==> config.mk <==
export PLATFORM = sky130hd
export DESIGN_NAME = gps_ce_sequencer
export DESIGN_NICKNAME = d
export VERILOG_FILES = /design/src/rtl/gps_seq_pkg.sv /design/src/rtl/gps_ce_div.sv /design/src/rtl/gps_ce_sequencer.sv
export SDC_FILE = /design/constraint.sdc
export NUM_CORES = 1
export LEC_CHECK = 0
export ABC_AREA = 0
export BUFFER_PORTS_ARGS = -buffer_cell sky130_fd_sc_hd__buf_2
export CORE_MARGIN = 1.5
export CORE_UTILIZATION = 25
export DETAILED_ROUTE_END_ITERATION = 8
export GPL_ROUTABILITY_DRIVEN = 0
export PLACE_DENSITY = 0.51
export SYNTH_ARGS = -nofsm -noshare
export SYNTH_HDL_FRONTEND = slang
export SYNTH_SLANG_ARGS = --single-unit
==> constraint.sdc <==
create_clock -name gps_clk_fast -period 4.1 [get_ports gps_clk_fast]
set_input_delay 0.205 -clock gps_clk_fast [delete_from_list [all_inputs] [get_ports gps_clk_fast]]
set_output_delay 0.205 -clock gps_clk_fast [all_outputs]
set_load 0.05 [all_outputs]
==> src/rtl/gps_seq_pkg.sv <==
// Shared types and default constants for the GPS clock-enable sequencer.
package gps_seq_pkg;

    typedef enum logic [1:0] {
        IDLE = 2'd0,
        INIT = 2'd1,
        RUN  = 2'd2,
        DONE = 2'd3
    } seq_state_e;

    localparam int GPS_FAST_DIV       = 10;
    localparam int GPS_CA_CHIPS       = 1023;
    localparam int GPS_EPOCHS_PER_BIT = 20;

    // Counter width for a modulus; a modulus of 1 still needs one bit.
    function automatic int cnt_w(input int n);
        return (n > 1) ? $clog2(n) : 1;
    endfunction

endpackage

==> src/rtl/gps_ce_div.sv <==
// Modulo-MOD counter with enable, synchronous clear and a terminal-count strobe.
// tc is combinational so the caller can register it alongside its own outputs.
module gps_ce_div #(
    parameter int MOD = 10,
    parameter int W   = 4
) (
    input  logic         gps_clk_fast,
    input  logic         gps_rst_n,
    input  logic         en,
    input  logic         clr,
    output logic [W-1:0] cnt,
    output logic         tc
);

    localparam logic [W-1:0] LAST = W'(MOD - 1);

    assign tc = en && (cnt == LAST);

    always_ff @(posedge gps_clk_fast or negedge gps_rst_n) begin
        if (!gps_rst_n) begin
            cnt <= '0;
        end else if (clr) begin
            cnt <= '0;
        end else if (en) begin
            cnt <= tc ? '0 : cnt + W'(1);
        end
    end

endmodule

==> src/rtl/gps_ce_sequencer.sv <==
// GPS code-clock sequencer: P-code and C/A chip enables on the fast clock,
// chip/epoch/nav-bit counting and a start/stop/done host handshake.
module gps_ce_sequencer
    import gps_seq_pkg::*;
#(
    parameter int FAST_DIV       = GPS_FAST_DIV,
    parameter int CA_CHIPS       = GPS_CA_CHIPS,
    parameter int EPOCHS_PER_BIT = GPS_EPOCHS_PER_BIT,
    parameter int EPOCH_W        = 16
) (
    input  logic               gps_clk_fast,
    input  logic               gps_rst_n,
    input  logic               locked_in,
    input  logic               start_in,
    input  logic               stop_in,
    input  logic [EPOCH_W-1:0] num_epochs_in,
    output logic               busy_out,
    output logic               done_out,
    output logic               err_out,
    output logic               code_init_out,
    output logic               ce_fast_out,
    output logic               ce_slow_out,
    output logic               epoch_out,
    output logic               bit_out,
    output logic [9:0]         chip_idx_out,
    output logic [EPOCH_W-1:0] epoch_cnt_out
);

    localparam int         DIV_W     = cnt_w(FAST_DIV);
    localparam int         BIT_W     = cnt_w(EPOCHS_PER_BIT);
    localparam logic [9:0] CHIP_LAST = 10'(CA_CHIPS - 1);

    seq_state_e         state_q, state_d;
    logic               start_acc, lock_loss, final_epoch, run_d;
    logic               slow_pre, epoch_pre, bit_pre, chip_wrap;
    logic [DIV_W-1:0]   div_phase_unused;
    logic [BIT_W-1:0]   bit_phase_unused;
    logic [EPOCH_W-1:0] target_q;

    assign final_epoch = epoch_out && (target_q != '0) &&
                         (epoch_cnt_out == target_q - EPOCH_W'(1));

    // Lock loss outranks stop, which outranks completion.
    always_comb begin
        state_d   = state_q;
        start_acc = 1'b0;
        lock_loss = 1'b0;
        case (state_q)
            IDLE: begin
                if (start_in && locked_in) begin
                    state_d   = INIT;
                    start_acc = 1'b1;
                end
            end
            INIT, RUN: begin
                if (!locked_in) begin
                    state_d   = IDLE;
                    lock_loss = 1'b1;
                end else if (stop_in) begin
                    state_d = IDLE;
                end else if (state_q == INIT) begin
                    state_d = RUN;
                end else if (final_epoch) begin
                    state_d = DONE;
                end
            end
            DONE:    state_d = IDLE;
            default: state_d = IDLE;
        endcase
    end

    // Every strobe is decided one cycle ahead from state_d and registered.
    assign run_d     = (state_d == RUN);
    assign epoch_pre = slow_pre && (chip_idx_out == CHIP_LAST);

    gps_ce_div #(.MOD(FAST_DIV), .W(DIV_W)) u_div (
        .gps_clk_fast (gps_clk_fast),
        .gps_rst_n    (gps_rst_n),
        .en           (run_d),
        .clr          (start_acc),
        .cnt          (div_phase_unused),
        .tc           (slow_pre)
    );

    // Chip index moves after the ce_slow cycle, so it names the chip in progress.
    gps_ce_div #(.MOD(CA_CHIPS), .W(10)) u_chip (
        .gps_clk_fast (gps_clk_fast),
        .gps_rst_n    (gps_rst_n),
        .en           (ce_slow_out),
        .clr          (start_acc),
        .cnt          (chip_idx_out),
        .tc           (chip_wrap)
    );

    gps_ce_div #(.MOD(EPOCHS_PER_BIT), .W(BIT_W)) u_bit (
        .gps_clk_fast (gps_clk_fast),
        .gps_rst_n    (gps_rst_n),
        .en           (epoch_pre),
        .clr          (start_acc),
        .cnt          (bit_phase_unused),
        .tc           (bit_pre)
    );

    always_ff @(posedge gps_clk_fast or negedge gps_rst_n) begin
        if (!gps_rst_n) begin
            state_q       <= IDLE;
            busy_out      <= 1'b0;
            done_out      <= 1'b0;
            err_out       <= 1'b0;
            code_init_out <= 1'b0;
            ce_fast_out   <= 1'b0;
            ce_slow_out   <= 1'b0;
            epoch_out     <= 1'b0;
            bit_out       <= 1'b0;
            target_q      <= '0;
            epoch_cnt_out <= '0;
        end else begin
            state_q       <= state_d;
            busy_out      <= (state_d == INIT) || run_d;
            done_out      <= (state_d == DONE);
            code_init_out <= (state_d == INIT);
            ce_fast_out   <= run_d;
            ce_slow_out   <= slow_pre;
            epoch_out     <= epoch_pre;
            bit_out       <= bit_pre;
            if (start_acc) begin
                err_out <= 1'b0;
            end else if (lock_loss) begin
                err_out <= 1'b1;
            end
            if (start_acc) begin
                target_q <= num_epochs_in;
            end
            // Free-run epochs saturate instead of wrapping.
            if (start_acc) begin
                epoch_cnt_out <= '0;
            end else if (chip_wrap && !(&epoch_cnt_out)) begin
                epoch_cnt_out <= epoch_cnt_out + EPOCH_W'(1);
            end
        end
    end

endmodule

==> impl_metrics.py <==
metrics = {
    "finish": {
        "final_area_um2": 4220,
        "layout_common_cells": "nand2_1, dfrtp_1, buf_2",
        "fill_cells": 1432,
        "layout_commonest_cell": "nand2_1",
        "area_growth_pct": 22.7,
        "nNetsFinal": 472,
        "utilization_pct": 31.6,
        "multiInputGateArea_um2": 1810,
        "drive_gt1_share_pct": 18.3,
        "seq_area_um2": 1530,
        "antenna_cells": 0,
    },
    "critical_path": {
        "crit_chain": "inv_1, ha_1, and4bb_2, nand4_1, nor3_1, o2111ai_1, nor4b_4, a31o_1, ha_1, nand4b_1, inv_1, nand2_1, inv_2, nand2_1, nor3b_1, o21ai_0, a21oi_1",
        "crit_cells": 17,
        "path_delay_family": "simple AND/OR/NAND/NOR gates",
        "r2r_setup_slack_ps": 450,
        "worst-endpoint-required_ps": 4340,
        "worst_r2r_endpoint": "u_bit.cnt[4]",
        "start_kind": "flip-flop",
        "slowest_delay_ps": 380,
        "rr_worst_depth": 17,
        "endpoint_kind": "flip-flop",
        "path_buf_inv": 3,
        "crit_slowest_cell": "and4bb_2",
        "critPathKind": "flip-flop to flip-flop",
        "cp.arrival_ps": 3890,
        "r2r_start": "state_q[0]",
        "path_max_fanout": 7,
    },
    "outcome": {
        "outcome": "finished, violations left",
        "violations": "negative hold slack",
    },
    "clock_network": {
        "clock_latency_ps": 330,
        "clk_pin_slew_ps": 50,
        "cts_tree": "built",
        "hold_buffers": 0,
        "htree_levels": 3,
        "cts_buffers": 9,
        "cts_max_path_buffers": 2,
        "cts_setup_buffers": 0,
        "cts_root_buf": "clkbuf_16",
        "cts_sinks": 61,
    },
    "floorplan": {
        "rows": 42,
        "coreArea_um2": 13300,
        "floorplan.initialDensity_pct": 25.8,
        "die_width_um": 120,
        "boundaryPins": 55,
        "die_area_um2": 14500,
        "dieHeight_um": 120,
    },
    "synthesis": {
        "synthesis.nets": 419,
        "synthFlopType": "dfrtp_1",
        "syn-mean-instance-area_um2": 8.93,
        "synth_warnings": 0,
        "synthesis.area_um2": 3440,
        "async_flop_share_pct": 100,
        "synth_edf_count": 0,
        "ys_ff_latch": 61,
        "synthDistinctLibCells": 47,
        "synth_top_area_share_pct": 44.4,
        "synthCells": 385,
        "synth_area_leaders": "dfrtp_1, nand2_1, xnor2_1, ha_1, nor2_1",
        "ys_seq_area_share_pct": 44.4,
        "synth_top_area_cell": "dfrtp_1",
    },
    "global_routing": {
        "grt_antenna_before_repair": 0,
        "grt_pass1_vias": 2751,
        "grt_max_degree": 53,
        "gr-usage-all-layers_pct": 12.6,
        "grt_pass1_wl_mm": 14.2,
        "gr-total-overflow": 0,
    },
    "sta": {
        "worst_slew_pin_slew_ps": 944,
        "finalSetupTns_ps": 0,
        "setup_viol": 0,
        "slew_viol_final": 0,
        "timing.fmax_mhz": 274,
        "timing.final.crit_share_pct": 89.1,
        "skew_ps": 6.61,
        "setup_ws_ps": 447,
        "fin_hold_ws_ps": -13.0,
        "rsz0062_at_grt": "false",
        "finalHoldViolCount": 32,
        "maxSlewHeadroom_pct": 37.1,
        "post-route-min-period_ps": 3650,
    },
    "drt": {
        "drt_first_iter_violations": 213,
        "firstDrtPassIters": 4,
        "wl_per_cell_um": 13.9,
        "viasPerCell": 4.67,
        "drt_drc_violations_left": 0,
        "antenna_left": 0,
        "drt-total-wl_mm": 8.58,
        "vias": 2890,
    },
    "power_and_ir_drop": {
        "finalPower_mw": 2.40,
        "p_leak_nw": 1.97,
        "p_per_area_nw_per_um2": 568,
        "peakVddDrop_mv": 0.207,
    },
    "placed_design": {
        "port_buffers": 54,
        "hpwlAfterDp_mm": 6.23,
        "place_area_um2": 3890,
        "post-place-ws_ps": 460,
    },
    "flow_run": {
        "maxCapViolCount": 0,
    },
    "hold_path": {
        "hold_path.class": "input pin to asynchronous set/reset pin",
    },
}
## stage by stage
stage	hold slack (ps)	std cells
2_1_floorplan	-90.6	385
3_3_place_gp	377	603
3_5_place_dp	378	603
4_1_cts	22.7	619
5_1_grt	63.7	619
6_report	-13.0	619
## how the worst max path moves through the flow
stage                startpoint      endpoint  slack [ps]
finish               state_q[0]  u_bit.cnt[4]         450
global route         state_q[0]  u_bit.cnt[4]           4
CTS                 target_q[0]  u_bit.cnt[4]         410
detailed placement  target_q[0]  u_bit.cnt[4]         460
global placement     state_q[0]  u_bit.cnt[4]         570
floorplan           target_q[5]  u_bit.cnt[4]         770
## worst reg2reg max path: cells and delay by family, from the launching register on
family	cells	cell delay, ps
buf+inv	3	380
simple gates	8	1610
fa+ha+maj	2	560
compound gates	4	670
flops	1	350
## routing by layer
layer / GRT usage (%) / wire, µm / up-vias
met5: 0 / 0 / -
met4: 4.63 / 104 / 0
met3: 3.21 / 333 / 9
met2: 19.1 / 3840 / 52
met1: 17.4 / 4300 / 1398
li1: - / - / 1431
## kinds of logic after synthesis
| family | count (synthesis) | synth area share, % |
|---|---|---|
| AOI/OAI and AO/OA | 57 | 10.4 |
| xor gates and xnor gates | 38 | 9.68 |
| adders and majority gates | 13 | 4.73 |
| DFF | 61 | 44.4 |
| muxes | 5 | 1.46 |
| buffers and inverters | 28 | 3.24 |
| and+or+nand+nor | 183 | 26.1 |
## report_power, final
group / internal (mW) / leakage [nW] / switching (mW) / total [mW]
clock network: 0.563 / 0.163 / 0.268 / 0.831
logic: 0.268 / 0.991 / 0.423 / 0.691
registers: 0.708 / 0.818 / 0.165 / 0.873
## sequential cells by signal, summed over array words and instances (netlist names)
register       count
epoch_cnt_out     16
target_q          16
u_chip.cnt        10
u_bit.cnt          5
u_div.cnt          4
state_q            2
bit_out            1
busy_out           1
ce_fast_out        1
ce_slow_out        1
code_init_out      1
done_out           1
epoch_out          1
err_out            1
## timing repair
item                                    CTS  global route
endpoints found under the setup margin    0             1
resized for setup                         0             1
hold endpoints to repair                  0             0
## area by class of cell
type | count | area share (%)
clock inverters | 4 | 1.66
clock buffers | 12 | 6.08
flip-flops and latches | 61 | 36.2
repair buffers | 56 | 6.76
multi-input cells | 296 | 42.9
well taps | 176 | 5.22
inverters | 14 | 1.25
## Yosys cell counts, types with 2 or more instances
| library cell | number |
|---|---|
| nand2_1 | 70 |
| dfrtp_1 | 61 |
| nor2_1 | 42 |
| xnor2_1 | 25 |
| a21oi_1 | 22 |
| o21ai_0 | 16 |
| nand3_1 | 15 |
| nor3_1 | 15 |
| ha_1 | 13 |
| inv_1 | 13 |
| xor2_1 | 13 |
| clkbuf_1 | 11 |
| nand4_1 | 6 |
| or3_1 | 6 |
| mux2i_1 | 5 |
| or4_1 | 5 |
| a31oi_1 | 4 |
| and3_1 | 4 |
| o2111ai_1 | 4 |
| nor2b_1 | 3 |
| nor4_1 | 3 |
| and4_1 | 2 |
| buf_2 | 2 |
| nand4b_1 | 2 |
Power figures use the tool's default switching activity.
